$ cat src/rtl/branch_resolve_ctrl_pkg.sv
// Shared definitions for the compare-to-zero branch resolver: opcodes and FSM states.
package branch_resolve_ctrl_pkg;

  localparam logic [4:0] OP_BNEZ = 5'b01100;
  localparam logic [4:0] OP_BEQZ = 5'b01101;
  localparam logic [4:0] OP_BLTZ = 5'b01110;
  localparam logic [4:0] OP_BGEZ = 5'b01111;

  typedef enum logic [1:0] {
    S_IDLE      = 2'd0,
    S_WAIT_OPND = 2'd1,
    S_RESOLVE   = 2'd2,
    S_REDIRECT  = 2'd3
  } state_t;

  // The four branch opcodes are exactly the 5'b011xx group.
  function automatic logic is_branch(input logic [4:0] op);
    return (op[4:2] == 3'b011);
  endfunction

endpackage

$ cat src/rtl/branch_resolve_ctrl_cond.sv
// Flag derivation and branch condition evaluation for the compare-to-zero branches.
module branch_cond_eval
  import branch_resolve_ctrl_pkg::*;
#(
  parameter int DATA_W = 16
) (
  input  logic [4:0]        opcode,
  input  logic [DATA_W-1:0] operand,
  output logic              taken
);

  logic eq;
  logic lt;
  logic gt;

  // Derive eq/lt/gt from the signed operand and select the condition by opcode.
  always_comb begin
    eq    = (operand == '0);
    lt    = operand[DATA_W-1];
    gt    = ~lt & ~eq;
    taken = 1'b0;
    case (opcode)
      OP_BNEZ: taken = ~eq;
      OP_BEQZ: taken = eq;
      OP_BLTZ: taken = lt;
      OP_BGEZ: taken = gt | eq;
      default: taken = 1'b0;
    endcase
  end

endmodule

$ cat src/rtl/branch_resolve_ctrl.sv
// Branch resolution sequencer between decode and fetch: captures a branch, waits for its
// operand, resolves it, and issues a held redirect plus one-cycle flush when taken.
module branch_resolve_ctrl
  import branch_resolve_ctrl_pkg::*;
#(
  parameter int DATA_W = 16,
  parameter int ADDR_W = 16,
  parameter int OFF_W  = 11,
  parameter int CNT_W  = 16
) (
  input  logic              clk,
  input  logic              rst_n,
  input  logic              id_valid,
  input  logic [4:0]        id_opcode,
  input  logic [ADDR_W-1:0] id_pc,
  input  logic [OFF_W-1:0]  id_offset,
  output logic              id_ready,
  input  logic              opnd_valid,
  input  logic [DATA_W-1:0] opnd_data,
  input  logic              kill,
  output logic              stall_fetch,
  output logic              flush,
  output logic              redirect_valid,
  output logic [ADDR_W-1:0] redirect_pc,
  input  logic              redirect_ack,
  output logic [CNT_W-1:0]  br_count,
  output logic [CNT_W-1:0]  taken_count
);

  state_t              state;
  state_t              state_next;
  logic                capture;
  logic                opnd_load;
  logic [4:0]          op_q;
  logic [ADDR_W-1:0]   pc_q;
  logic [OFF_W-1:0]    off_q;
  logic [DATA_W-1:0]   opnd_q;
  logic                taken;
  logic [ADDR_W-1:0]   target;

  branch_cond_eval #(.DATA_W(DATA_W)) u_cond (
    .opcode  (op_q),
    .operand (opnd_q),
    .taken   (taken)
  );

  // Target wraps modulo 2^ADDR_W; offset is sign-extended.
  assign target = pc_q + ADDR_W'(1) + {{(ADDR_W-OFF_W){off_q[OFF_W-1]}}, off_q};

  // Handshake outputs are decoded from state only, so no input reaches them combinationally.
  assign id_ready    = (state == S_IDLE);
  assign stall_fetch = (state != S_IDLE);

  // Next-state and capture decode; kill overrides every transition and any capture.
  always_comb begin
    state_next = state;
    capture    = 1'b0;
    opnd_load  = 1'b0;
    case (state)
      S_IDLE: begin
        if (id_valid && is_branch(id_opcode)) begin
          capture    = 1'b1;
          opnd_load  = opnd_valid;
          state_next = opnd_valid ? S_RESOLVE : S_WAIT_OPND;
        end
      end
      S_WAIT_OPND: begin
        if (opnd_valid) begin
          opnd_load  = 1'b1;
          state_next = S_RESOLVE;
        end
      end
      S_RESOLVE:  state_next = taken ? S_REDIRECT : S_IDLE;
      S_REDIRECT: if (redirect_ack) state_next = S_IDLE;
      default:    state_next = S_IDLE;
    endcase
    if (kill) begin
      state_next = S_IDLE;
      capture    = 1'b0;
      opnd_load  = 1'b0;
    end
  end

  // State register.
  always_ff @(posedge clk or negedge rst_n) begin
    if (!rst_n) state <= S_IDLE;
    else        state <= state_next;
  end

  // Latch the branch fields at capture and the operand when it becomes valid.
  always_ff @(posedge clk or negedge rst_n) begin
    if (!rst_n) begin
      op_q   <= '0;
      pc_q   <= '0;
      off_q  <= '0;
      opnd_q <= '0;
    end else begin
      if (capture) begin
        op_q  <= id_opcode;
        pc_q  <= id_pc;
        off_q <= id_offset;
      end
      if (opnd_load) opnd_q <= opnd_data;
    end
  end

  // Registered redirect/flush outputs and saturating statistics.
  always_ff @(posedge clk or negedge rst_n) begin
    if (!rst_n) begin
      flush          <= 1'b0;
      redirect_valid <= 1'b0;
      redirect_pc    <= '0;
      br_count       <= '0;
      taken_count    <= '0;
    end else begin
      flush <= 1'b0;
      if (kill) begin
        redirect_valid <= 1'b0;
      end else if (state == S_RESOLVE && taken) begin
        redirect_valid <= 1'b1;
        flush          <= 1'b1;
        redirect_pc    <= target;
      end else if (state == S_REDIRECT && redirect_ack) begin
        redirect_valid <= 1'b0;
      end
      if (state == S_RESOLVE && !kill) begin
        if (br_count != '1) br_count <= br_count + CNT_W'(1);
        if (taken && taken_count != '1) taken_count <= taken_count + CNT_W'(1);
      end
    end
  end

endmodule

$ cat config.mk
export PLATFORM = sky130hd
export DESIGN_NAME = branch_resolve_ctrl
export DESIGN_NICKNAME = d
export VERILOG_FILES = /design/src/rtl/branch_resolve_ctrl_pkg.sv /design/src/rtl/branch_resolve_ctrl_cond.sv /design/src/rtl/branch_resolve_ctrl.sv
export SDC_FILE = /design/constraint.sdc
export NUM_CORES = 1
export LEC_CHECK = 0
export CORE_MARGIN = 2
export CORE_UTILIZATION = 46
export DETAILED_ROUTE_END_ITERATION = 8
export PLACE_DENSITY = 0.82
export RECOVER_POWER = 50
export SYNTH_ARGS = -nofsm -noshare
export SYNTH_HDL_FRONTEND = slang
export SYNTH_SLANG_ARGS = --single-unit
$ cat constraint.sdc
create_clock -name clk -period 2.13 [get_ports clk]
set_input_delay 0.426 -clock clk [delete_from_list [all_inputs] [get_ports clk]]
set_output_delay 0.426 -clock clk [all_outputs]
set_load 0.05 [all_outputs]
**After elaboration in Yosys (flattened, before gate mapping)**

Cells that the tools add are included.

- Output and inout bits: 52
- Register bits: 100

- Bitwise operators: 5
- Muxes and demuxes: 20
- Equal/unequal tests: 13
- Reductions and logical operators: 14
- Add/sub/neg operators: 4

Operators with widths:

| kind | number |
|---|---|
| adder 16 x 1 -> 16 bit, second input constant | 3 |
| inequality test 16 bit, second input constant | 2 |
| equality test 5 x 4 -> 1 bit, second input constant | 4 |
| adder 16 bit | 1 |
| zero test 16 bit | 1 |
| two-way mux 2 bit | 6 |
| two-way mux 1 bit | 11 |
| case mux 2 bit (4 select lines) | 1 |
| inequality test 3 bit, second input constant | 2 |
| AND reduction 2 bit | 3 |
| logical AND 1 bit | 5 |
| equality test 2 bit, second input constant | 2 |
| case mux 1 bit (4 select lines) | 1 |
| equality test 3 x 2 -> 1 bit, second input constant | 1 |
| inequality test 3 x 1 -> 1 bit, second input constant | 1 |
| NOT 1 bit | 3 |
| AND reduction 3 bit | 1 |
| nonzero test 3 bit | 1 |
| equality test 2 x 1 -> 1 bit, second input constant | 1 |
| zero test 2 bit | 1 |
| case mux 1 bit (2 select lines) | 1 |
| nonzero test 2 bit | 1 |
| bitwise AND 1 bit | 1 |
| zero test 1 bit | 1 |
| OR 1 bit | 1 |

**Longest topological paths before layout**

- Depth after elaboration: 8
- Mapped depth: 10
- Gate-level depth less buffers: 10

**Hierarchy**

From an unflattened synthesis, not the netlist that was laid out.

- Cell total of the unflattened synthesis: 446
- Area, all modules: 5,127.4 sq um

By module, submodules not included:

| module | times used | seq. area each (sq um) | cells each | area each (sq um) |
|---|---|---|---|---|
| branch_resolve_ctrl | 1 | 2,502.4 | 435 | 5,058.6 |
| branch_cond_eval | 1 | 0.0 | 11 | 68.8 |

**Worst setup path before layout**

No wires, ideal clock.

- Path kind: reg-to-reg
- Start point: register taken_count[4]
- End point: register taken_count[2]
- Arrival: 2.131 ns
- Clock period less this slack: 2.276 ns
- Path slack: -0.146 ns
- Setup time: 0.145 ns
- Stages on the path, launching flop included: 7
- Cells stage by stage: dfrtp_1 -> and4_1 -> nand4_1 -> nor3_1 -> clkbuf_1 -> nor3b_1 -> xor2_1

- Word-level cells in the longest chain between the ends: 3

Ends and longest elaborated chain:

| what | RTL line | source |
|---|---|---|
| start, declared | branch_resolve_ctrl.sv:27 | `output logic [CNT_W-1:0] taken_count` |
| start signal, assigned | branch_resolve_ctrl.sv:128 | `if (taken && taken_count != '1) taken_count <= taken_count + CNT_W'(1);` |
| inequality test 16 bit | branch_resolve_ctrl.sv:128 |  |
| logical AND 1 bit | branch_resolve_ctrl.sv:128 |  |
| AND reduction 2 bit (no line) | - |  |

Every way passes these cells.
A chain may end at the register's enable or synchronous reset.

**Worst setup path after layout**

- Start point: register opnd_q[14]
- End point: register redirect_pc[15]

- Word-level cells in the longest chain between the ends: 7

Ends and longest elaborated chain:

| what | RTL line | source |
|---|---|---|
| start, declared | branch_resolve_ctrl.sv:37 | `logic [DATA_W-1:0] opnd_q;` |
| start signal, assigned | branch_resolve_ctrl.sv:103 | `if (opnd_load) opnd_q <= opnd_data;` |
| zero test 16 bit (*) | branch_resolve_ctrl_cond.sv:18 | `eq = (operand == '0);` |
| NOT 1 bit | branch_resolve_ctrl_cond.sv:20, branch_resolve_ctrl_cond.sv:23 |  |
| bitwise AND 1 bit | branch_resolve_ctrl_cond.sv:20 | `gt = ~lt & ~eq;` |
| OR 1 bit | branch_resolve_ctrl_cond.sv:26 | `OP_BGEZ: taken = gt \| eq;` |
| case mux 1 bit (4 select lines) (*) | branch_resolve_ctrl_cond.sv:22 | `case (opcode)` |
| logical AND 1 bit (*) | branch_resolve_ctrl.sv:119 | `end else if (state == S_RESOLVE && taken) begin` |
| AND reduction 2 bit (no line) (*) | - |  |
| end signal, assigned | branch_resolve_ctrl.sv:122 | `redirect_pc <= target;` |
| end, declared | branch_resolve_ctrl.sv:24 | `output logic [ADDR_W-1:0] redirect_pc,` |

Mark *: on every way between the ends. The rest lies on a longest branch, timed or not.

==> results.toml <==
[pwr]
peakVddDrop_uv = 479
p_per_area_nw_per_um2 = 877
internal_power_mw = 3.87
total_leakage_power_nw = 3.16
p_seq_share_pct = 40.8
swShare_pct = 37.0
p_sw_mw = 2.28
clkPwrFrac_pct = 18.1
share_comb_of_total_power_pct = 41.2

[die]
core_sq_um = 10300
die_w_um = 107
num_rows = 37
die_area_sq_um = 11500
fp.dieH_um = 107
start_util_pct = 47.5
pin_count = 106

[logic_synthesis]
synth-simple-area-share_pct = 14.1
synth_edf_count = 0
yosysUniqueCellTypes = 51
synth_top_area_cell = "dfrtp_1"
synth.ff_latch_count = 100
synth_area_sq_um = 4900
synth.top_cell.area_share_pct = 51.0
synth_fa_ha_area_share_pct = 4.75
synth_area_leaders = "dfrtp_1 (51%), mux2_2 (12%), ha_1 (4.3%), xor2_1 (4.3%), xnor2_1 (3.6%)"
synth.most_common_cell = "dfrtp_1"
syn-instance-count = 429
ys_seq_area_share_pct = 51.0
ys.flop_type = "dfrtp_1"
synth-compound-area-share_pct = 7.60
synth_xor_area_share_pct = 7.86
synthMuxAreaShare_pct = 12.1
async_reset_ff_share_pct = 100
synthTopCellsByCount = "dfrtp_1 (100), mux2_2 (51), nand2_1 (29), xor2_1 (24), o21ai_0 (22)"
syn_nets = 501
synth_top_family_by_area = "simple AND/OR/NAND/NOR gates"
syn_avg_cell_area_sq_um = 11.4
yosys_warnings = 0

[finish]
fillCellCount = 732
finalNetCount = 651
layout-drive-gt1-share_pct = 29.5
seqCellArea_sq_um = 2510
syn_to_final_growth_pct = 42.9
multi_input_area_sq_um = 2600
n_antenna_cell = 0

[sta]
min_period_over_period_pct = 101
slew_violations = 0
fin_ws_ps = -30.3
setup_viol = 32
max-slew-margin-rel_pct = 28.3
fin_tns_setup_ps = -365
rsz0062_at_grt = "yes"
hold_viol_final = 0
worst_clock_skew_ps = 7.22
fmax_ghz = 0.463
tightestPinTransition_ps = 1080
period_needed_ps = 2160

[drt]
wl_per_cell_um = 16.3
drc = 0
drt_iter0_markers = 179
firstDrtPassIters = 4
drtAntennaViolNets = 0
routed_wl_um = 11700
vias = 3889
via_per_inst = 5.40

[placement]
pre_cts_slack_ps = -614
hpwl_um = 8330
portBuffers = 105
place_congestion = 0.877

[grt]
antenna_found_initial = 0
grt-ovfl-total = 0
grtUsageTotal_pct = 20.7
top_usage_layer = "met2"
use_met1_pct = 25.0
grt_pass1_vias = 3975
use_met2_pct = 36.8
grt_max_degree = 44
grt_pass1_wl_um = 18800
use_met3_pct = 2.86

[cts]
clk_path_buf_depth = 2
clock-sinks = 100
insertion_delay_ps = 370
numCtsBuffers = 9
tritoncts = "yes"
cts_root_buf = "clkbuf_8"
clkTransAtPathRegs_ps = 90
htree_levels = 3

[worst_setup_path]
crit_fanout = 7
critPathTopFamily = "multiplexers"
max_stage_delay_ps = 400
crit_buf_inv = 3
start_kind = "register"
cp.required_ps = 2380
crit_arrival_ps = 2410
crit_path_cell_trace = "nor4_2 -> nand4_1 -> mux2_4 -> a31oi_4 -> buf_12 -> buf_8 -> inv_2 -> mux2_2"
crit_type = "reg -> reg"
slowest_stage = "dfrtp_1"
end_kind = "register"

[outcome]
status = "finished, violations left"
violations = "negative setup slack"

[flow_run]
drv_cap = 0

[min_path]
holdCritPathClass = "in -> async"
final cells by class:
cell class,instances,share of cell area [%]
Clock buffer,13,2.13
Clock inverter,3,0.304
Inverter,13,0.714
Multi-Input combinational cell,301,37.1
Sequential cell,100,35.8
Tap cell,136,2.43
Timing Repair Buffer,154,21.5
worst paths after layout:
path	end	slack, ps	cells after the start	from
max in group asynchronous	taken_count[4]	340	2	rst_n
min in group clk	state[0]	410	3	kill
hold / removal	off_q[4]	230	1	rst_n
setup / recovery	redirect_pc[15]	-30	8	opnd_q[14]
hold reg to reg	op_q[3]	480	1	op_q[3]
setup reg to reg	redirect_pc[15]	-30	8	opnd_q[14]
cell usage in the layout (no fill, tap or decap), drive strengths merged, types with 9 or more instances in the layout:
master         instances
nor2                  20
nand4                  9
dfrtp                100
ha                    17
nor4                  12
inv                   13
nand3                 15
xnor2                 20
mux2                  52
nor3                  12
clkbuf                17
buf                   48
clkdlybuf4s50         95
o21ai                 22
xor2                  24
nand2                 29
a21oi                 10
metal layers:
metal	vias to the layer above	routed length [um]
li1	1824	-
met1	1943	4650
met2	97	6360
met3	25	405
met4	0	331
met5	-	0
sequential cells by signal, indices dropped and copies added, names as in the netlist:
signal,cells
pc_q,16
opnd_q,16
redirect_valid,1
br_count,16
off_q,11
op_q,5
redirect_pc,16
state,2
taken_count,16
flush,1
through the flow:
stage	area (sq um)	utilization, %	hold WS (ps)	cells	power, mW
floorplan	4920	-	130	429	3.98
global placement	6390	61.9	445	690	4.72
detailed placement	6390	61.9	457	690	4.82
CTS	6730	65.2	54.9	710	5.99
global route	7010	67.9	323	720	6.51
finish	7010	67.9	228	720	6.15
power groups by stage:
stage | logic [mW] | registers, mW | clock network [mW]
after floorplan | 1.16 | 2.82 | 0
after global placement | 2.22 | 2.50 | 0
after detailed placement | 2.30 | 2.52 | 0
after CTS | 2.35 | 2.50 | 1.13
after global routing | 2.75 | 2.55 | 1.22
final | 2.53 | 2.51 | 1.11
timing repair:
action	in CTS	in global routing
pin swaps	8	27
setup buffers	2	10
endpoints found under the setup margin	32	40
resized for setup	27	57
gates cloned	2	0
hold buffers	0	0
kinds of logic (layout without fill, tap and decap cells):
group,count (synthesis),after routing
compound gates,59,59
xor+xnor,44,44
fa+ha+maj,18,18
buf+inv,28,183
flops,100,100
mux,53,53
simple gates,127,127
worst reg2reg max path, stage by stage, from the launching register on:
cell and delay [ps]:
dfrtp_1 400, nor4_2 340, nand4_1 200, mux2_4 340, a31oi_4 170, buf_12 170, buf_8 140, inv_2 40
mux2_2 260
No activity file was read; power rests on OpenSTA's default activity.
